### config.mk
export PLATFORM = sky130hd
export DESIGN_NAME = dm_arbiter
export DESIGN_NICKNAME = d
export VERILOG_FILES = /design/src/rtl/dm_arbiter.sv
export SDC_FILE = /design/constraint.sdc
export NUM_CORES = 1
export LEC_CHECK = 0
export BUFFER_PORTS_ARGS = -buffer_cell sky130_fd_sc_hd__buf_2
export CORE_ASPECT_RATIO = 0.5
export CORE_MARGIN = 5
export CORE_UTILIZATION = 52
export CTS_BUF_LIST = sky130_fd_sc_hd__clkbuf_4 sky130_fd_sc_hd__clkbuf_8
export CTS_CLUSTER_SIZE = 28
export DETAILED_ROUTE_END_ITERATION = 8
export GPL_TIMING_DRIVEN = 0
export PLACE_DENSITY = 0.81
export SLEW_MARGIN = 5
export SYNTH_ARGS = -nofsm -noshare
export SYNTH_HDL_FRONTEND = slang
export SYNTH_SLANG_ARGS = --single-unit
### constraint.sdc
create_clock -name Clock -period 2.3 [get_ports Clock]
set_input_delay 0.46 -clock Clock [delete_from_list [all_inputs] [get_ports Clock]]
set_output_delay 0.46 -clock Clock [all_outputs]
set_load 0.1 [all_outputs]
### src/rtl/dm_arbiter.sv
// dm_arbiter: serialises load/store commands from two requesters onto a single-ported data memory.
// Port 0 has fixed priority; a saturating wait counter forces port 1 ahead after MAX_WAIT refusals.
module dm_arbiter #(
    parameter int ADDR_W   = 32,
    parameter int DATA_W   = 32,
    parameter int MAX_WAIT = 4
) (
    input  logic              Clock,
    input  logic              Reset,
    input  logic              Req0,
    input  logic              Req1,
    input  logic              We0,
    input  logic              We1,
    input  logic [ADDR_W-1:0] Addr0,
    input  logic [ADDR_W-1:0] Addr1,
    input  logic [DATA_W-1:0] WD0,
    input  logic [DATA_W-1:0] WD1,
    input  logic [31:0]       PC0,
    input  logic [31:0]       PC1,
    output logic              Gnt0,
    output logic              Gnt1,
    output logic              RValid0,
    output logic              RValid1,
    output logic [DATA_W-1:0] RD0,
    output logic [DATA_W-1:0] RD1,
    output logic              MemWrite,
    output logic              MemRead,
    output logic [ADDR_W-1:0] Addr,
    output logic [DATA_W-1:0] WD,
    output logic [31:0]       WPC,
    input  logic [DATA_W-1:0] RD
);
    typedef enum logic {S_IDLE = 1'b0, S_ACCESS = 1'b1} state_t;

    localparam logic [7:0] WAIT_MAX = 8'(MAX_WAIT);

    state_t            state_q, state_d;
    logic              owner_q, owner_d;
    logic              we_q, we_d;
    logic [ADDR_W-1:0] addr_q, addr_d;
    logic [DATA_W-1:0] wd_q, wd_d;
    logic [31:0]       pc_q, pc_d;
    logic [7:0]        wait_q, wait_d;
    logic [DATA_W-1:0] rd0_q, rd0_d, rd1_q, rd1_d;
    logic              rvalid0_q, rvalid0_d, rvalid1_q, rvalid1_d;
    logic              idle, force1, gnt0, gnt1;

    // Grants are only offered in IDLE and are forced low while reset is held.
    always_comb begin
        idle   = (state_q == S_IDLE);
        force1 = Req1 && (wait_q == WAIT_MAX);
        gnt1   = Reset && idle && Req1 && (force1 || !Req0);
        gnt0   = Reset && idle && Req0 && !force1;
    end

    always_comb begin
        state_d   = state_q;
        owner_d   = owner_q;
        we_d      = we_q;
        addr_d    = addr_q;
        wd_d      = wd_q;
        pc_d      = pc_q;
        rd0_d     = rd0_q;
        rd1_d     = rd1_q;
        rvalid0_d = 1'b0;
        rvalid1_d = 1'b0;
        wait_d    = wait_q;

        case (state_q)
            S_IDLE: begin
                if (gnt0 || gnt1) begin
                    state_d = S_ACCESS;
                    owner_d = gnt1;
                    we_d    = gnt1 ? We1   : We0;
                    addr_d  = gnt1 ? Addr1 : Addr0;
                    wd_d    = gnt1 ? WD1   : WD0;
                    pc_d    = gnt1 ? PC1   : PC0;
                end
            end
            S_ACCESS: begin
                state_d = S_IDLE;
                if (!we_q) begin
                    if (owner_q) begin
                        rd1_d     = RD;
                        rvalid1_d = 1'b1;
                    end else begin
                        rd0_d     = RD;
                        rvalid0_d = 1'b1;
                    end
                end
            end
            default: state_d = S_IDLE;
        endcase

        // Port 1 accrues wait in both states whenever it is requesting but not granted.
        if (!Req1 || gnt1) begin
            wait_d = 8'd0;
        end else if (wait_q < WAIT_MAX) begin
            wait_d = wait_q + 8'd1;
        end
    end

    always_ff @(posedge Clock or negedge Reset) begin
        if (!Reset) begin
            state_q   <= S_IDLE;
            owner_q   <= 1'b0;
            we_q      <= 1'b0;
            addr_q    <= '0;
            wd_q      <= '0;
            pc_q      <= '0;
            wait_q    <= 8'd0;
            rd0_q     <= '0;
            rd1_q     <= '0;
            rvalid0_q <= 1'b0;
            rvalid1_q <= 1'b0;
        end else begin
            state_q   <= state_d;
            owner_q   <= owner_d;
            we_q      <= we_d;
            addr_q    <= addr_d;
            wd_q      <= wd_d;
            pc_q      <= pc_d;
            wait_q    <= wait_d;
            rd0_q     <= rd0_d;
            rd1_q     <= rd1_d;
            rvalid0_q <= rvalid0_d;
            rvalid1_q <= rvalid1_d;
        end
    end

    assign Gnt0     = gnt0;
    assign Gnt1     = gnt1;
    assign RValid0  = rvalid0_q;
    assign RValid1  = rvalid1_q;
    assign RD0      = rd0_q;
    assign RD1      = rd1_q;
    assign MemWrite = (state_q == S_ACCESS) && we_q;
    assign MemRead  = (state_q == S_ACCESS) && !we_q;
    assign Addr     = addr_q;
    assign WD       = wd_q;
    assign WPC      = pc_q;

endmodule

==> results.toml <==
[drt]
ant_nets = 0
drt_drc_violations_left = 0
vias = 12005
avgRoutedWirePerCell_um = 23.3
route.met3.wl_um = 4270
first_pass_iters = 6
dr_wl_met2_um = 20100
vias_per_cell = 6.56
wl_met1_um = 16200
totalWireLength_um = 42600
dr.max_layer_used = "met5"
drt_iter0_drc = 1749

[synthesis]
ys_seq_area_share_pct = 40.5
netlist_top_cells_area = "dfrtp_1, or4bb_1, mux2_2"
post-synth-top-count-cell = "dfrtp_1"
synth_seq_cells = 173
yosysUniqueCellTypes = 35
synth_ff_type = "dfrtp_1"
avgSynthCellArea_um2 = 9.72
synth_top_area_share_pct = 40.5
synth_fp_nets = 1333
synth_area_leader_cell = "dfrtp_1"
async_flop_share_pct = 100
netlist_top_cells_count = "dfrtp_1, clkbuf_1, a21oi_1, nor2_1"
yosysWarnings = 0
synth_cells = 1101
synth_edf_count = 0
synth.cell_area_um2 = 10700

[outcome]
failed_checks = "setup timing"
status = "finished with violations"

[timing]
finalHoldViolCount = 0
clock_skew_ns = 0.0131
tightest_slew_ns = 0.624
rsz0062_at_grt = "true"
setup_violations = 2
slew_headroom_pct = 58.4
slew_violations = 0
fin_setup_tns_ns = -0.566
max_clock_freq_mhz = 373
setup_slack_ns = -0.379
min_period_over_period_pct = 116
fin_crit_ns = 2.68

[setup_path]
ff2ff_setup_slack_ns = 0.09
rr_worst_depth = 6
crit_required_ns = 1.84
start_kind = "flop"
rr_endpoint = "WPC[2]"
crit_arrival_ns = 2.22
end_kind = "output port"
crit_type = "reg2out"
worst-path-max-fanout = 3
r2r_start = "wait_q[7]"

[place]
globalplace.congestion = 0.941
dp_hpwl_um = 29200
place_ws_ns = -1.51
portBuffers = 395
placed_area_um2 = 13100

[global_route]
grt_max_degree = 52
antenna_found_initial = 8
overflow = 0
grt_pass1_wl_um = 65600
grt_pass1_vias = 12019
grt_use_total_pct = 34.3

[clock_network]
cts_made_buffers = 17
h-tree-depth = 4
cts_sinks = 173
cts.path.max_buffers = 2
cts_tree = "done"
cts_root_buf = "clkbuf_8"
path_clk_slew_ns = 0.10
worstSkewPairLatency_ns = 0.51

[flow_run]
drv_cap = 0

[layout]
final_area_um2 = 14000
drive_above_1_share_pct = 44.6
final_nets = 1772
syn_to_final_growth_pct = 30.7
post-route-util_pct = 68.7
nFillCells = 1621

[pwr]
combPwrFrac_pct = 59.8
vdd_drop_max_uv = 1930
seq_power_share_pct = 27.0
leakage_nw = 5.98
p_sw_mw = 10.1
switching_share_pct = 60.2
clock_power_share_pct = 13.1
p_per_area_nw_per_um2 = 1190
power_mw = 16.7
p_int_mw = 6.64

[die]
rows = 37
die_w_um = 213
dieArea_um2 = 23700
coreArea_um2 = 20400
die_h_um = 111
initial_core_util_pct = 52.5
boundaryPins = 396

[hold_path]
min_path_type = "in2async"
-- worst max-delay path by stage --
stage / from / end / slack, ns / cells past startpoint
final: wait_q[7] / Gnt1 / -0.38 / 6
after global routing: wait_q[7] / Gnt1 / -0.43 / 6
after CTS: wait_q[3] / Gnt1 / -0.59 / 8
after detailed placement: Reset / Gnt1 / -1.51 / 9
after global placement: Reset / Gnt1 / -3.80 / 8
after floorplan: wait_q[7] / Gnt1 / -0.22 / 7
-- metal layers --
layer	track usage, %	up-vias
met5	0	-
met4	17.2	8
met3	9.83	184
met2	53.8	811
met1	43.7	5806
li1	-	5196
-- kinds of logic after synthesis --
logic type | Yosys count | share of synthesized area [%]
buf+inv | 149 | 6.17
flops | 173 | 40.5
simple gates | 406 | 26.0
compound gates | 307 | 20.4
fa+ha+maj | 2 | 0.234
mux | 64 | 6.73
-- worst max-delay path, cell delays in order, from the launching register on --
cell and delay [ns]:
dfrtp_1 0.39, or3_4 0.41, buf_6 0.14, or2_4 0.27
buf_12 0.14, a21oi_4 0.16, buf_12 0.19
-- through the flow --
step / hold slack (ns) / std cells
after global routing: 0.0192 / 1830
after global placement: 0.481 / 1769
after CTS: 0.0137 / 1822
final: 0.0320 / 1831
after floorplan: 0.164 / 1101
after detailed placement: 0.470 / 1770
-- placed cells by master, fill, tap and decap left out, types with 3 or more instances in the layout --
cell / netlist / final
buf_2: 18 / 401
dfrtp_1: 173 / 173
nor2_1: 99 / 98
a21oi_1: 99 / 98
or2_2: 97 / 97
o22ai_1: 97 / 97
nor4_1: 97 / 96
clkbuf_1: 102 / 79
or4bb_1: 75 / 75
a2111oi_0: 69 / 67
mux2_2: 64 / 64
buf_4: 1 / 27
nand4bb_1: 24 / 24
clkbuf_8: 0 / 21
a2111oi_2: 18 / 18
buf_6: 10 / 14
clkbuf_2: 0 / 14
a2111oi_1: 10 / 12
buf_1: 9 / 9
buf_12: 0 / 8
inv_1: 8 / 6
a211oi_1: 6 / 6
inv_6: 0 / 6
diode_2: 0 / 5
clkinv_4: 0 / 3
bufbuf_16: 0 / 3
-- power by group through the flow --
stage,Combinational (mW),Clock [mW],Sequential (mW)
after floorplan,1.61,0,10.9
after CTS,9.95,2.19,4.49
final,9.99,2.19,4.52
after global routing,10.3,2.34,4.62
after detailed placement,9.88,0,4.53
after global placement,9.74,0,4.46
-- registers in the layout, summed over array words and instances, names as in the netlist --
register / count
RValid1: 1
wait_q: 8
RD1: 32
RD0: 32
RValid0: 1
state_q: 1
WD: 32
we_q: 1
WPC: 32
owner_q: 1
Addr: 32
-- final cells by class --
class / count / area, um2 / share of cell area, %
multi-input cells: 779 / 5780 / 41.3
flip-flops and latches: 173 / 4330 / 30.9
repair buffers: 430 / 2470 / 17.6
plain buffers: 130 / 648 / 4.63
well taps: 273 / 342 / 2.44
clock buffers: 21 / 283 / 2.02
clock inverters: 11 / 95.1 / 0.680
inverters: 9 / 37.5 / 0.268
diodes: 5 / 12.5 / 0.0894
-- repair_timing --
| action | in CTS | in global routing |
|---|---|---|
| hold buffers | 6 | 0 |
| cloned | 3 | 0 |
| endpoints found under the setup margin | 111 | 83 |
| gates resized for setup | 44 | 37 |
| setup buffers | 15 | 10 |
| pin swaps | 5 | 5 |
| hold endpoints to repair | 72 | 0 |
No activity file was read; power rests on OpenSTA's default activity.
